<file path="config.mk">
export PLATFORM = sky130hd
export DESIGN_NAME = instr_fetch_flat
export DESIGN_NICKNAME = d
export VERILOG_FILES = /design/src/rtl/wisc_pkg.sv /design/src/rtl/instr_fetch_if.sv /design/src/rtl/if_buffer.sv /design/src/rtl/instr_fetch.sv /design/src/flat_wrapper.sv
export SDC_FILE = /design/constraint.sdc
export NUM_CORES = 1
export LEC_CHECK = 0
export CAP_MARGIN = 20
export CORE_ASPECT_RATIO = 1.1
export CORE_MARGIN = 3
export CORE_UTILIZATION = 60
export DETAILED_ROUTE_END_ITERATION = 10
export DONT_BUFFER_PORTS = 1
export HOLD_SLACK_MARGIN = 0.03
export PLACE_DENSITY = 0.81
export SYNTH_ARGS = -nofsm -noshare
export SYNTH_HDL_FRONTEND = slang
export SYNTH_HIERARCHICAL = 1
export SYNTH_SLANG_ARGS = --single-unit
export TNS_END_PERCENT = 50
</file>
<file path="constraint.sdc">
create_clock -name clk -period 9.8 [get_ports clk]
set_clock_uncertainty 0.05 [all_clocks]
set_input_delay 0.98 -clock clk [delete_from_list [all_inputs] [get_ports clk]]
set_output_delay 0.98 -clock clk [all_outputs]
set_load 0.05 [all_outputs]
</file>
<file path="src/rtl/wisc_pkg.sv">
// rtl/wisc_pkg.sv - shared WISC-15 widths, opcodes and fetch state encoding
package wisc_pkg;

  localparam int INSTR_W = 16;
  localparam int ADDR_W  = 16;

  localparam logic [3:0] HLT_OPCODE = 4'hF;

  typedef enum logic {
    RUN,
    HALTED
  } fetch_state_e;

  function automatic logic [3:0] opcode_of(input logic [INSTR_W-1:0] instr);
    return instr[INSTR_W-1:INSTR_W-4];
  endfunction

endpackage

</file>
<file path="src/rtl/instr_fetch_if.sv">
// rtl/instr_fetch_if.sv - instruction memory port plus fetch-to-decode handshake
interface instr_fetch_if;
  import wisc_pkg::*;

  logic [ADDR_W-1:0]  im_addr;
  logic               im_rd_en;
  logic [INSTR_W-1:0] im_instr;

  logic               if_valid;
  logic [INSTR_W-1:0] if_instr;
  logic [ADDR_W-1:0]  if_pc;
  logic [ADDR_W-1:0]  if_pc_plus1;
  logic               dec_ready;

  modport master (
    output im_addr, im_rd_en, if_valid, if_instr, if_pc, if_pc_plus1,
    input  im_instr, dec_ready
  );

  modport slave (
    input  im_addr, im_rd_en, if_valid, if_instr, if_pc, if_pc_plus1,
    output im_instr, dec_ready
  );

endinterface

</file>
<file path="src/rtl/if_buffer.sv">
// rtl/if_buffer.sv - DEPTH-entry FIFO of {instr, pc} with flush and same-cycle push+pop
module if_buffer
  import wisc_pkg::*;
#(
  parameter int DEPTH = 2,
  localparam int PTR_W = $clog2(DEPTH),
  localparam int CNT_W = PTR_W + 1
) (
  input  logic               clk,
  input  logic               rst,
  input  logic               flush,
  input  logic               push,
  input  logic [INSTR_W-1:0] push_instr,
  input  logic [ADDR_W-1:0]  push_pc,
  input  logic               pop,
  output logic [INSTR_W-1:0] head_instr,
  output logic [ADDR_W-1:0]  head_pc,
  output logic [CNT_W-1:0]   count,
  output logic               full
);

  logic [INSTR_W-1:0] instr_mem [DEPTH];
  logic [ADDR_W-1:0]  pc_mem    [DEPTH];
  logic [PTR_W-1:0]   rd_ptr;
  logic [PTR_W-1:0]   wr_ptr;
  logic               empty;
  logic               do_push;
  logic               do_pop;

  assign empty   = (count == '0);
  assign full    = (count == CNT_W'(DEPTH));
  assign do_pop  = pop && !empty && !flush;
  // A full buffer still accepts a word when the head leaves in the same cycle.
  assign do_push = push && !flush && (!full || do_pop);

  always_ff @(posedge clk) begin
    if (rst || flush) begin
      rd_ptr <= '0;
      wr_ptr <= '0;
      count  <= '0;
    end else begin
      if (do_push) wr_ptr <= wr_ptr + PTR_W'(1);
      if (do_pop)  rd_ptr <= rd_ptr + PTR_W'(1);
      case ({do_push, do_pop})
        2'b10:   count <= count + CNT_W'(1);
        2'b01:   count <= count - CNT_W'(1);
        default: count <= count;
      endcase
    end
  end

  always_ff @(posedge clk) begin
    if (do_push) begin
      instr_mem[wr_ptr] <= push_instr;
      pc_mem[wr_ptr]    <= push_pc;
    end
  end

  assign head_instr = instr_mem[rd_ptr];
  assign head_pc    = pc_mem[rd_ptr];

endmodule

</file>
<file path="src/rtl/instr_fetch.sv">
// rtl/instr_fetch.sv - WISC-15 fetch stage: PC, memory request, HLT stop and redirect flush
module instr_fetch
  import wisc_pkg::*;
#(
  parameter int               DEPTH    = 2,
  parameter logic [ADDR_W-1:0] RESET_PC = 16'h0000,
  parameter logic [3:0]       HLT_OP   = HLT_OPCODE
) (
  input  logic              clk,
  input  logic              rst,
  instr_fetch_if.master     bus,
  input  logic              redirect,
  input  logic [ADDR_W-1:0] redirect_pc,
  output logic              halted
);

  localparam int CNT_W = $clog2(DEPTH) + 1;

  fetch_state_e      state;
  fetch_state_e      state_next;
  logic [ADDR_W-1:0] fetch_pc;
  logic [ADDR_W-1:0] fetch_pc_next;
  logic              fetch;
  logic              head_valid;
  logic              pop;
  logic              buf_full;
  logic [CNT_W-1:0]  buf_count;

  assign head_valid = (buf_count != '0) && !rst;
  assign pop        = head_valid && bus.dec_ready;

  always_ff @(posedge clk) begin
    if (rst) begin
      state    <= RUN;
      fetch_pc <= RESET_PC;
    end else begin
      state    <= state_next;
      fetch_pc <= fetch_pc_next;
    end
  end

  always_comb begin
    state_next    = state;
    fetch_pc_next = fetch_pc;
    fetch         = 1'b0;
    halted        = (state == HALTED) && !rst;
    case (state)
      RUN: begin
        fetch = !redirect && !rst && (!buf_full || pop);
        if (fetch) begin
          fetch_pc_next = fetch_pc + ADDR_W'(1);
          // The HLT word itself is still pushed; only later fetches stop.
          if (opcode_of(bus.im_instr) == HLT_OP) state_next = HALTED;
        end
      end
      HALTED: fetch = 1'b0;
      default: state_next = RUN;
    endcase
    if (redirect) begin
      fetch_pc_next = redirect_pc;
      state_next    = RUN;
    end
  end

  if_buffer #(.DEPTH(DEPTH)) u_buffer (
    .clk        (clk),
    .rst        (rst),
    .flush      (redirect),
    .push       (fetch),
    .push_instr (bus.im_instr),
    .push_pc    (fetch_pc),
    .pop        (pop),
    .head_instr (bus.if_instr),
    .head_pc    (bus.if_pc),
    .count      (buf_count),
    .full       (buf_full)
  );

  assign bus.im_addr     = fetch_pc;
  assign bus.im_rd_en    = fetch;
  assign bus.if_valid    = head_valid;
  assign bus.if_pc_plus1 = bus.if_pc + ADDR_W'(1);

endmodule

</file>
<file path="src/flat_wrapper.sv">
// flat-port wrapper written by rule: the top's interface ports become plain ports
module instr_fetch_flat import wisc_pkg::*;
#(
  parameter int               DEPTH    = 2,
  parameter logic [ADDR_W-1:0] RESET_PC = 16'h0000,
  parameter logic [3:0]       HLT_OP   = HLT_OPCODE
)
  (clk, rst, redirect, redirect_pc, halted, bus_im_addr, bus_im_rd_en, bus_if_valid, bus_if_instr, bus_if_pc, bus_if_pc_plus1, bus_im_instr, bus_dec_ready);
  instr_fetch_if bus_i ();
  input  logic clk;
  input  logic rst;
  input  logic redirect;
  input  logic [ADDR_W-1:0] redirect_pc;
  output logic halted;
  output wire logic [$bits(bus_i.im_addr)-1:0] bus_im_addr;
  output wire logic [$bits(bus_i.im_rd_en)-1:0] bus_im_rd_en;
  output wire logic [$bits(bus_i.if_valid)-1:0] bus_if_valid;
  output wire logic [$bits(bus_i.if_instr)-1:0] bus_if_instr;
  output wire logic [$bits(bus_i.if_pc)-1:0] bus_if_pc;
  output wire logic [$bits(bus_i.if_pc_plus1)-1:0] bus_if_pc_plus1;
  input wire logic [$bits(bus_i.im_instr)-1:0] bus_im_instr;
  input wire logic [$bits(bus_i.dec_ready)-1:0] bus_dec_ready;
  assign bus_im_addr = bus_i.im_addr;
  assign bus_im_rd_en = bus_i.im_rd_en;
  assign bus_if_valid = bus_i.if_valid;
  assign bus_if_instr = bus_i.if_instr;
  assign bus_if_pc = bus_i.if_pc;
  assign bus_if_pc_plus1 = bus_i.if_pc_plus1;
  assign bus_i.im_instr = bus_im_instr;
  assign bus_i.dec_ready = bus_dec_ready;
  instr_fetch #(.DEPTH(DEPTH), .RESET_PC(RESET_PC), .HLT_OP(HLT_OP)) u_core (.clk(clk), .rst(rst), .bus(bus_i), .redirect(redirect), .redirect_pc(redirect_pc), .halted(halted));
endmodule
</file>
Yosys cells after proc, flatten, opt, wreduce, memory -nomap -nowiden
Memory sizes are Yosys's and may differ from the RTL's. A register that Yosys moved wholly into a read port is not among the register bits. Cells that the tools add are included. W data, S select, Z words.

Memory bits (writable): 64. Memories kept: 2. Output and inout port bits: 67. Logic and storage cells: 55. Register bits: 21.

Add/sub/neg operators: 6. Reduce and logical (&&, ||, !) cells: 22. Multiplexer cells: 14. Equal/unequal tests: 5. Bitwise logic cells: 1.

Memories: u_core.u_buffer.instr_mem (words 2, width 16, read ports 1, clocked after Yosys merged registers in 1, wr ports 1, line if_buffer.sv:22) `logic [INSTR_W-1:0] instr_mem [DEPTH];`; u_core.u_buffer.pc_mem (words 2, width 16, read ports 1, clocked after Yosys merged registers in 1, wr ports 1, line if_buffer.sv:23) `logic [ADDR_W-1:0] pc_mem [DEPTH];`.

Operators with widths (number): $mux W16 (3); $add A16 B1 Y16 const B (2); $logic_and A1 B1 Y1 (9); $mux W1 (9); $reduce_bool A2 Y1 (3); $eq A2 B2 Y1 const B (2); $eq A4 B4 Y1 const B (1); $logic_not A1 Y1 (4); $pmux W2 S2 (1); $logic_or A1 B1 Y1 (3); $add A1 B1 Y1 const B (2); $add A2 B1 Y2 const B (1); $eq A2 B1 Y1 const B (1); $logic_not A2 Y1 (1); $ne A2 B2 Y1 const B (1); $pmux W1 S2 (1); $reduce_and A2 Y1 (1); $reduce_or A2 Y1 (1); $sub A2 B1 Y2 const B (1); $not A1 Y1 (1).

Logic depth before layout (Yosys ltp)
Gate-level depths: netlist of the first run.

Word-level depth: 10. Mapped depth: 8. Depth with buffers taken out: 6.

Hierarchy
The synthesis of the first run kept the hierarchy.

Modules (own cells, without submodules): if_buffer (sequential area each 2021.9 um^2, area each 2552.4 um^2, times used 1, cells each 128); instr_fetch (sequential area each 340.3 um^2, area each 1350.0 um^2, times used 1, cells each 175).

Worst setup path after synthesis of the first run
No wires, ideal clock.

Path kind: input-to-reg. Start point: input rst. End point: memory u_core.u_buffer.instr_mem[1][0], enable pin. Data required time: 9.282 ns. Stages: 6. Setup slack: 4.469 ns. Arrival time: 4.813 ns. Buffers on the path: 1. Cells stage by stage: o21ba_4 -> a21bo_1 -> clkbuf_1 -> and2_1 -> nand2b_4 -> nor3b_1.

Cells in the longest elaborated chain, start to end: 10.

Ends and longest elaborated chain: start, declared (line flat_wrapper.sv:11) `input logic rst;`; $logic_not A1 Y1 (*) (line instr_fetch.sv:29, instr_fetch.sv:49); $logic_and A1 B1 Y1 (line instr_fetch.sv:29) `assign head_valid = (buf_count != '0) && !rst;`; $logic_and A1 B1 Y1 (line instr_fetch.sv:30) `assign pop = head_valid && bus.dec_ready;`; $logic_or A1 B1 Y1 (line instr_fetch.sv:49) `fetch = !redirect && !rst && (!buf_full || pop);`; $logic_and A1 B1 Y1 (*) (line instr_fetch.sv:49); $pmux W1 S2 (*) (line instr_fetch.sv:47) `case (state)`; via bus_im_rd_en (line flat_wrapper.sv:16) `output wire logic [$bits(bus_i.im_rd_en)-1:0] bus_im_rd_en;`; $logic_and A1 B1 Y1 (*) (2 in series) (line if_buffer.sv:34) `assign do_push = push && !flush && (!full || do_pop);`; $mux W1 (*) (line if_buffer.sv:53) `if (do_push) begin`; $mux W1 (implied by the code) (*) (line if_buffer.sv:54) `instr_mem[wr_ptr] <= push_instr;`; end, declared (line if_buffer.sv:22).

The timed path passes the listed nets; every way through them passes the cells marked *.

==> results.py, run 1 <==
metrics = {
    "critical_path": {
        "critPathKind": "register to output pin",
        "critPathMaxStageDelay_ns": 0.87,
        "worst-r2r-cell-count": 7,
        "cp_common_cell": "nand3_1",
        "end_kind": "output pin",
        "cp-start-kind": "register",
        "critPathRequiredTime_ns": 8.77,
        "slowest_stage": "xnor2_1",
        "reg2reg_from": "u_core/u_buffer/count[1]$_SDFFE_PP0P_",
        "crit_fanout": 32,
        "arrival_ns": 3.28,
        "crit_chain": "buf_4 -> mux2_2 -> nand3_1 -> nor3_1 -> nand3_1 -> xnor2_1",
    },
    "logic_synthesis": {
        "synth_top_area_frac": 0.492,
        "syn-cell-area_sq_um": 3900,
        "synth-async-reset-ratio": 0,
        "synth_seq_area_share": 0.605,
        "syn_area_per_cell_sq_um": 12.9,
        "synth_edf_count": 64,
        "post-synth-top-count-cell": "edfxtp_1",
        "synth_ff_type": "edfxtp_1",
        "synth.area.top_cells": "edfxtp_1, dfxtp_1, mux2_2",
        "synth_seq_cells": 86,
        "synthTopCellsByCount": "edfxtp_1, mux2_2, dfxtp_1",
        "synth_nets": 341,
        "ys_types": 50,
        "yosysTopAreaCell": "edfxtp_1",
        "yosys_warnings": 6,
        "syn_inst": 303,
    },
    "routing": {
        "detail-route-antenna-nets": 0,
        "dr.first_iter.drc_count": 185,
        "first_pass_iters": 4,
        "wl_um": 7510,
        "vias": 2501,
        "wl_per_cell_um": 19.3,
        "viasPerCell": 6.43,
        "drcViolationCount": 0,
    },
    "grt": {
        "grt_pass1_vias": 2360,
        "grt_use_total": 0.204,
        "gr-total-overflow": 0,
        "grt_start_max_net_pins": 33,
        "grt_pass1_wl_um": 12100,
        "antenna_found_initial": 0,
    },
    "clock_network": {
        "cts_buffers": 9,
        "tritoncts": "built",
        "clk_latency_ns": 0.34,
        "cts_hold_buf": 0,
        "cts-resized-gates": 0,
        "cts_sinks": 86,
        "cts_max_level": 3,
        "cts_setup_buffers": 0,
        "cts_max_path_buffers": 2,
        "clk_pin_slew_ns": 0.09,
        "root_buffer": "clkbuf_8",
    },
    "hold_path": {
        "whs_path_depth": 2,
        "hold_path_class": "register to register",
        "hold_start": "u_core/u_buffer/wr_ptr$_SDFFE_PP0P_",
    },
    "floorplan": {
        "die_w_um": 82.9,
        "die-area_sq_um": 7510,
        "start_util": 0.626,
        "fp-row-count": 30,
        "design.core.area_sq_um": 6230,
        "dieHeight_um": 90.6,
        "io_pins": 103,
    },
    "pwr": {
        "peakVddDrop_v": 0.000106,
        "power_density_nw_per_um2": 169,
        "cellLeakagePower_uw": 0.00133,
    },
    "job": {
        "cap_violations": 0,
    },
    "layout": {
        "n_antenna_cell": 0,
        "area_growth_pct": 6.19,
        "nNetsFinal": 342,
        "final_layout_size_suffix_gt1_frac": 0.181,
    },
    "run_status": {
        "status": "finished, final reports clean",
    },
    "sta": {
        "tns_ns": 0,
        "rsz0062_at_grt": "false",
        "maxSlewHeadroom": 0.253,
        "setup_viol": 0,
        "fmax_mhz": 232,
        "fin_crit_ns": 4.31,
        "maxSlewViolCount": 0,
        "layout_worst_path_cycle_share": 0.440,
        "fin_ws_ns": 5.49,
        "hold_violations": 0,
        "worst_slew_pin_slew_ns": 1.11,
    },
    "placed_design": {
        "io_buffers": 0,
        "finalWeightedCongestion": 0.894,
        "post-dp-hpwl_um": 5090,
        "dp_slack_ns": 5.85,
    },
}
cells in the final DEF, fill, tap and decap left out, drive strengths merged, types with 4 or more instances in the layout:
cell type and instances:
nand2 10, xnor2 7, o21ai 6, o31ai 5
nand2b 4, edfxtp 64, clkinv 5, nor4 4
a21oi 6, a311oi 13, or4 5, nand3 10
nor3 8, nand4 9, nor2 21, clkbuf 9
inv 11, dfxtp 22, xor2 9, mux2 32
or3 4
flip-flops by register name, summed over array words and instances, names as in the netlist, named ones only:
| signal | count |
|---|---|
| u_core/u_buffer/pc_mem | 32 |
| u_core/u_buffer/rd_ptr | 1 |
| u_core/bus.im_addr | 16 |
| u_core/u_buffer/wr_ptr | 1 |
| u_core/u_buffer/count | 2 |
| u_core/u_buffer/instr_mem | 32 |
| u_core/state | 1 |
worst paths after layout:
path / endpoint / slack [ns]
worst max register to register: u_core/u_buffer/pc_mem[0][8]$_DFFE_PP_ / 6.65
worst min-delay path: u_core/u_buffer/wr_ptr$_SDFFE_PP0P_ / 0.45
worst min register to register: u_core/u_buffer/wr_ptr$_SDFFE_PP0P_ / 0.45
worst max-delay path: bus_if_pc_plus1[15] / 5.49
stage by stage:
stage	std cells	hold WS [ns]	instance area, sq um	utilization	power, uW
2_1_floorplan	303	0.408	3900	-	485
3_3_place_gp	373	0.416	3970	0.637	491
3_5_place_dp	373	0.429	3970	0.637	493
4_1_cts	389	0.444	4140	0.665	704
5_1_grt	389	0.521	4140	0.665	725
6_report	389	0.447	4140	0.665	701
kinds of logic after synthesis:
group	count (synthesis)	share of synthesized area
fa+ha+maj	2	0.00641
buf+inv	24	0.0263
xor+xnor	16	0.0359
simple gates	92	0.133
compound gates	50	0.0984
flops	86	0.605
mux	33	0.0949
worst max-delay path: cells and delay by family (launching register included):
| family | cells | cell delay (ns) |
|---|---|---|
| xor gates and xnor gates | 1 | 0.87 |
| buffers and inverters | 1 | 0.37 |
| DFF | 1 | 0.32 |
| muxes | 1 | 0.46 |
| and+or+nand+nor | 3 | 0.90 |
layer usage:
| layer | share of wire | track usage | vias up | wire (um) |
|---|---|---|---|---|
| met2 | 0.47 | 0.306 | 106 | 3550 |
| li1 | - | - | 1175 | - |
| met5 | 0 | 0 | - | 0 |
| met3 | 0.078 | 0.0666 | 10 | 587 |
| met4 | 0.018 | 0.0872 | 0 | 136 |
| met1 | 0.43 | 0.272 | 1210 | 3240 |
area by class of cell:
cell class / instances / area (sq um)
flip-flops and latches: 86 / 2360
fillers: 462 / 2090
multi-input cells: 193 / 1440
clock buffers: 9 / 124
well taps: 80 / 100
clock inverters: 7 / 51.3
inverters: 11 / 41.3
repair buffers: 3 / 22.5
report_power, final:
part           total [uW]  leakage (uW)  internal [uW]  switching [uW]
registers             431      0.000768            401            29.1
logic                53.9      0.000473           13.9            40.0
clock network         217     0.0000852           92.3             125
Power figures use the tool's default switching activity.
==> run 2: changes to the inputs <==
--- a/config.mk
+++ b/config.mk
@@ -8,11 +8,11 @@
 export CAP_MARGIN = 20
 export CORE_ASPECT_RATIO = 1.1
 export CORE_MARGIN = 3
-export CORE_UTILIZATION = 60
+export CORE_UTILIZATION = 57
 export DETAILED_ROUTE_END_ITERATION = 10
 export DONT_BUFFER_PORTS = 1
 export HOLD_SLACK_MARGIN = 0.03
-export PLACE_DENSITY = 0.81
+export PLACE_DENSITY = 0.8
 export SYNTH_ARGS = -nofsm -noshare
 export SYNTH_HDL_FRONTEND = slang
 export SYNTH_HIERARCHICAL = 1
==> constraint.sdc (replaced) <==
create_clock -name clk -period 3.78 [get_ports clk]
set_clock_uncertainty 0.05 [all_clocks]
set_input_delay 0.378 -clock clk [delete_from_list [all_inputs] [get_ports clk]]
set_output_delay 0.378 -clock clk [all_outputs]
set_load 0.05 [all_outputs]
==> run 2 against run 1 <==
Compared with the run above:
- non-clock buffer count increased by 22
- worst hold slack lost 0.40 ns
- core utilization decreased by 0.29 points
- sequential power grew to 2.6 times the previous value
- power rose to 2.9 times the previous value
- wire length increased by 6.9%
- clock-buffer cell count unchanged
- die area up 4.9%
- critical path type unchanged
- largest cell class unchanged
- largest power group unchanged
==> results.py, run 2 (synthesis gave the netlist of run 1 again) <==
metrics = {
    "clock_network": {
        "cts_setup_buffers": 0,
        "cts-resized-gates": 0,
        "cts_sinks": 86,
        "cts_buffers": 9,
        "cts_max_level": 3,
        "tritoncts": "built",
        "clk_latency_ns": 0.34,
        "clk_pin_slew_ns": 0.08,
        "cts_max_path_buffers": 2,
        "root_buffer": "clkbuf_8",
    },
    "floorplan": {
        "io_pins": 103,
        "design.core.area_sq_um": 6630,
        "die_w_um": 84.9,
        "dieHeight_um": 92.8,
        "start_util": 0.588,
        "fp-row-count": 31,
        "die-area_sq_um": 7880,
    },
    "layout": {
        "fin_area_sq_um": 4390,
        "nNetsFinal": 364,
        "n_antenna_cell": 0,
        "final_cells": 413,
        "final_layout_size_suffix_gt1_frac": 0.218,
        "final_core_util": 0.662,
        "area_growth_pct": 12.5,
        "final_common_cell": "edfxtp_1",
        "mostFrequentLayoutCells": "edfxtp_1, mux2_2, dfxtp_1",
    },
    "placed_design": {
        "post-dp-hpwl_um": 5330,
        "place_inst": 392,
        "io_buffers": 0,
        "dp_slack_ns": 0.889,
        "placed_area_sq_um": 4110,
        "finalWeightedCongestion": 0.883,
    },
    "routing": {
        "viasPerCell": 6.32,
        "wl_met2_um": 3780,
        "wl_met3_um": 752,
        "drcViolationCount": 0,
        "wl_um": 8030,
        "first_pass_iters": 5,
        "detail-route-antenna-nets": 0,
        "wl_per_cell_um": 19.4,
        "vias": 2609,
        "wl_met1_um": 3300,
        "dr.first_iter.drc_count": 140,
        "top_layer": "met4",
    },
    "sta": {
        "fin_crit_ns": 3.20,
        "setup_viol": 0,
        "hold_violations": 0,
        "rsz0062_at_grt": "false",
        "maxSlewViolCount": 0,
        "fmax_mhz": 312,
        "layout_worst_path_cycle_share": 0.847,
        "fin_ws_ns": 0.577,
        "worst_slew_pin_slew_ns": 0.877,
        "maxSlewHeadroom": 0.413,
        "tns_ns": 0,
    },
    "pwr": {
        "cellLeakagePower_uw": 0.00147,
        "peakVddDrop_v": 0.000210,
        "p_sw_frac": 0.247,
        "p_seq_frac": 0.549,
        "power_density_nw_per_um2": 461,
        "power_frac_clock": 0.371,
        "p_int_uw": 1520,
        "p_switching_uw": 499,
        "combPwrFrac": 0.080,
    },
    "critical_path": {
        "crit_fanout": 12,
        "cp_common_cell": "buf_4",
        "critPathMaxStageDelay_ns": 0.63,
        "slowest_stage": "dfxtp_1",
        "critPathRequiredTime_ns": 3.35,
        "end_kind": "output pin",
        "arrival_ns": 2.77,
        "critPathKind": "register to output pin",
        "crit_chain": "buf_4 -> mux2_2 -> nand4_1 -> nor3_1 -> nand3_1 -> xnor2_1 -> buf_4",
        "cp-start-kind": "register",
        "reg2reg_from": "u_core/u_buffer/count[1]$_SDFFE_PP0P_",
    },
    "grt": {
        "grt_pass1_vias": 2457,
        "antenna_found_initial": 0,
        "grt_use_total": 0.202,
        "grt_start_max_net_pins": 33,
        "gr-total-overflow": 0,
        "grt_pass1_wl_um": 12400,
    },
    "job": {
        "cap_violations": 0,
    },
    "hold_path": {
        "hold_start": "rst",
        "hold_path_class": "input port to register",
    },
    "run_status": {
        "status": "finished, final reports clean",
    },
}
run 2: cell type report:
class                   instances  area [sq um]
clock buffers                   9           124
clock inverters                 7           113
fillers                       481          2240
inverters                      11          41.3
multi-input cells             193          1450
flip-flops and latches         86          2360
well taps                      82           103
repair buffers                 25           200
run 2: timing repair:
action,in CTS,in global routing
hold endpoints to repair,3,6
endpoints found under the setup margin,0,0
hold buffers,2,3
run 2: critical path, delay by kind of cell, from the launching register on:
family	cells	cell delay, ns
flip-flops	1	0.63
AND/OR/NAND/NOR	3	0.74
multiplexers	1	0.41
XOR/XNOR	1	0.15
buffers and inverters	2	0.50
run 2: routing by layer:
metal	GRT usage	up-vias
li1	-	1220
met1	0.262	1244
met2	0.310	123
met3	0.0694	22
met4	0.0844	0
met5	0	-
run 2: path summary, 6_finish.rpt:
| check | slack (ns) | end | depth (start not counted) |
|---|---|---|---|
| max | 0.58 | bus_if_pc_plus1[15] | 7 |
| min | 0.05 | u_core/state$_SDFF_PP0_ | 1 |
| max reg2reg | 0.87 | u_core/u_buffer/pc_mem[0][8]$_DFFE_PP_ | 8 |
| min reg2reg | 0.45 | u_core/u_buffer/wr_ptr$_SDFFE_PP0P_ | 2 |
run 2: stage by stage:
| stage | hold slack (ns) | power, uW |
|---|---|---|
| 3_5_place_dp | 0.405 | 1290 |
| 6_report | 0.0463 | 2020 |
| 2_1_floorplan | 0.401 | 1260 |
| 5_1_grt | 0.0300 | 2090 |
| 3_3_place_gp | 0.402 | 1290 |
| 4_1_cts | 0.0303 | 2030 |
run 2: power groups by stage:
stage,Combinational (uW),Clock (uW),Sequential (uW)
3_5_place_dp,156,0,1130
2_1_floorplan,131,0,1130
6_report,162,750,1110
3_3_place_gp,154,0,1130
4_1_cts,159,761,1110
5_1_grt,171,804,1120
==> run 3: changes to the inputs <==
==> constraint.sdc (replaced) <==
create_clock -name clk -period 2.9 [get_ports clk]
set_clock_uncertainty 0.05 [all_clocks]
set_input_delay 0.29 -clock clk [delete_from_list [all_inputs] [get_ports clk]]
set_output_delay 0.29 -clock clk [all_outputs]
set_load 0.05 [all_outputs]
==> run 3 against run 2 <==
Compared with the run above:
- clock-buffer cell count unchanged
- core utilization up 5.5 points
- first-iteration DRC count grew 32%
- combinational power grew 89%
- sequential cell count unchanged
==> results.py, run 3 (synthesis gave the netlist of run 1 again) <==
metrics = {
    "run_status": {
        "status": "finished, final reports clean",
    },
    "placed_design": {
        "finalWeightedCongestion": 0.903,
        "post-dp-hpwl_um": 5940,
        "placed_area_sq_um": 4370,
        "io_buffers": 0,
    },
    "critical_path": {
        "crit_fanout": 8,
        "cp-start-kind": "register",
        "worst-r2r-cell-count": 8,
        "arrival_ns": 2.28,
        "end_kind": "output pin",
        "critPathRequiredTime_ns": 2.56,
        "r2r_slack_ns": 0.37,
        "critPathKind": "register to output pin",
    },
    "grt": {
        "grt_pass1_vias": 2712,
        "grt_use_total": 0.221,
        "gr-total-overflow": 0,
        "antenna_found_initial": 0,
        "grt_pass1_wl_um": 13400,
        "grt_start_max_net_pins": 33,
    },
    "floorplan": {
        "io_pins": 103,
        "design.core.area_sq_um": 6630,
        "start_util": 0.588,
        "die-area_sq_um": 7880,
        "die_w_um": 84.9,
        "dieHeight_um": 92.8,
        "fp-row-count": 31,
    },
    "pwr": {
        "total_power_uw": 2560,
        "cellLeakagePower_uw": 0.00165,
        "power_density_nw_per_um2": 539,
        "peakVddDrop_v": 0.000296,
    },
    "clock_network": {
        "cts_sinks": 86,
        "clk_latency_ns": 0.35,
        "tritoncts": "built",
        "cts_setup_buffers": 0,
        "cts_max_path_buffers": 2,
        "cts_max_level": 3,
        "root_buffer": "clkbuf_8",
        "cts_buffers": 9,
        "clk_pin_slew_ns": 0.09,
    },
    "sta": {
        "fin_crit_ns": 2.62,
        "holdWs_ns": 0.0517,
        "hold_violations": 0,
        "fmax_mhz": 382,
        "maxSlewViolCount": 0,
        "maxSlewHeadroom": 0.469,
        "layout_worst_path_cycle_share": 0.903,
        "rsz0062_at_grt": "false",
        "setup_viol": 0,
        "worst_slew_pin_slew_ns": 0.792,
        "tns_ns": 0,
    },
    "routing": {
        "vias": 2774,
        "viasPerCell": 6.12,
        "drcViolationCount": 0,
        "wl_per_cell_um": 18.8,
        "detail-route-antenna-nets": 0,
        "dr.first_iter.drc_count": 185,
        "wl_um": 8530,
        "first_pass_iters": 5,
    },
    "layout": {
        "final_core_util": 0.717,
        "final_layout_size_suffix_gt1_frac": 0.278,
        "final_common_cell": "edfxtp_1",
        "nNetsFinal": 404,
        "mostFrequentLayoutCells": "edfxtp_1, buf_4, mux2_2",
        "n_antenna_cell": 0,
        "fin_area_sq_um": 4760,
        "area_growth_pct": 21.9,
    },
    "hold_path": {
        "whs_path_depth": 2,
        "hold_path_class": "input port to register",
    },
    "job": {
        "cap_violations": 0,
    },
}
[run 3: path summary, 6_finish.rpt]
check                                                           start                                      to
worst max register to register  u_core/u_buffer/count[0]$_SDFFE_PP0P_  u_core/u_buffer/pc_mem[0][8]$_DFFE_PP_
worst min register to register    u_core/u_buffer/wr_ptr$_SDFFE_PP0P_     u_core/u_buffer/wr_ptr$_SDFFE_PP0P_
worst max-delay path                                         register                     bus_if_pc_plus1[15]
worst min-delay path                                   redirect_pc[4]      u_core/bus.im_addr[4]$_SDFFE_PP0P_
[run 3: where the power goes]
part	switching (uW)	internal [uW]	total [uW]
sequential	49.1	1360	1410
combinational	207	98.2	306
clock	441	410	851
[run 3: per-layer routing]
metal	track usage	vias to the layer above	part of all wire
met1	0.267	1349	0.40
li1	-	1302	-
met5	0	-	0
met2	0.376	110	0.51
met4	0.0858	0	0.017
met3	0.0578	13	0.072
[run 3: critical path, stage by stage, from the launching register on]
cell and delay, ns:
dfxtp_1 0.31, buf_4 0.17, mux2_2 0.25, nand3_1 0.17, nor3_1 0.44, nand3_1 0.21
xnor2_2 0.21, buf_12 0.16
[run 3: stage by stage]
step / instances / setup WS, ns
floorplan: 303 / -0.113
global placement: 419 / 0.448
detailed placement: 419 / 0.378
CTS: 453 / 0.230
global route: 453 / 0.0912
finish: 453 / 0.281
[run 3: repair_timing]
action                    in CTS  in global routing
gates resized for setup        0                  0
hold buffers                  18                  0
hold endpoints to repair      51                  0
[run 3: area by class of cell]
cell class | count | area [sq um]
clock buffers | 9 | 124
multi-input cells | 193 | 1460
clock inverters | 7 | 80.1
flip-flops and latches | 86 | 2360
inverters | 11 | 45.0
fillers | 451 | 1880
repair buffers | 65 | 583
well taps | 82 | 103
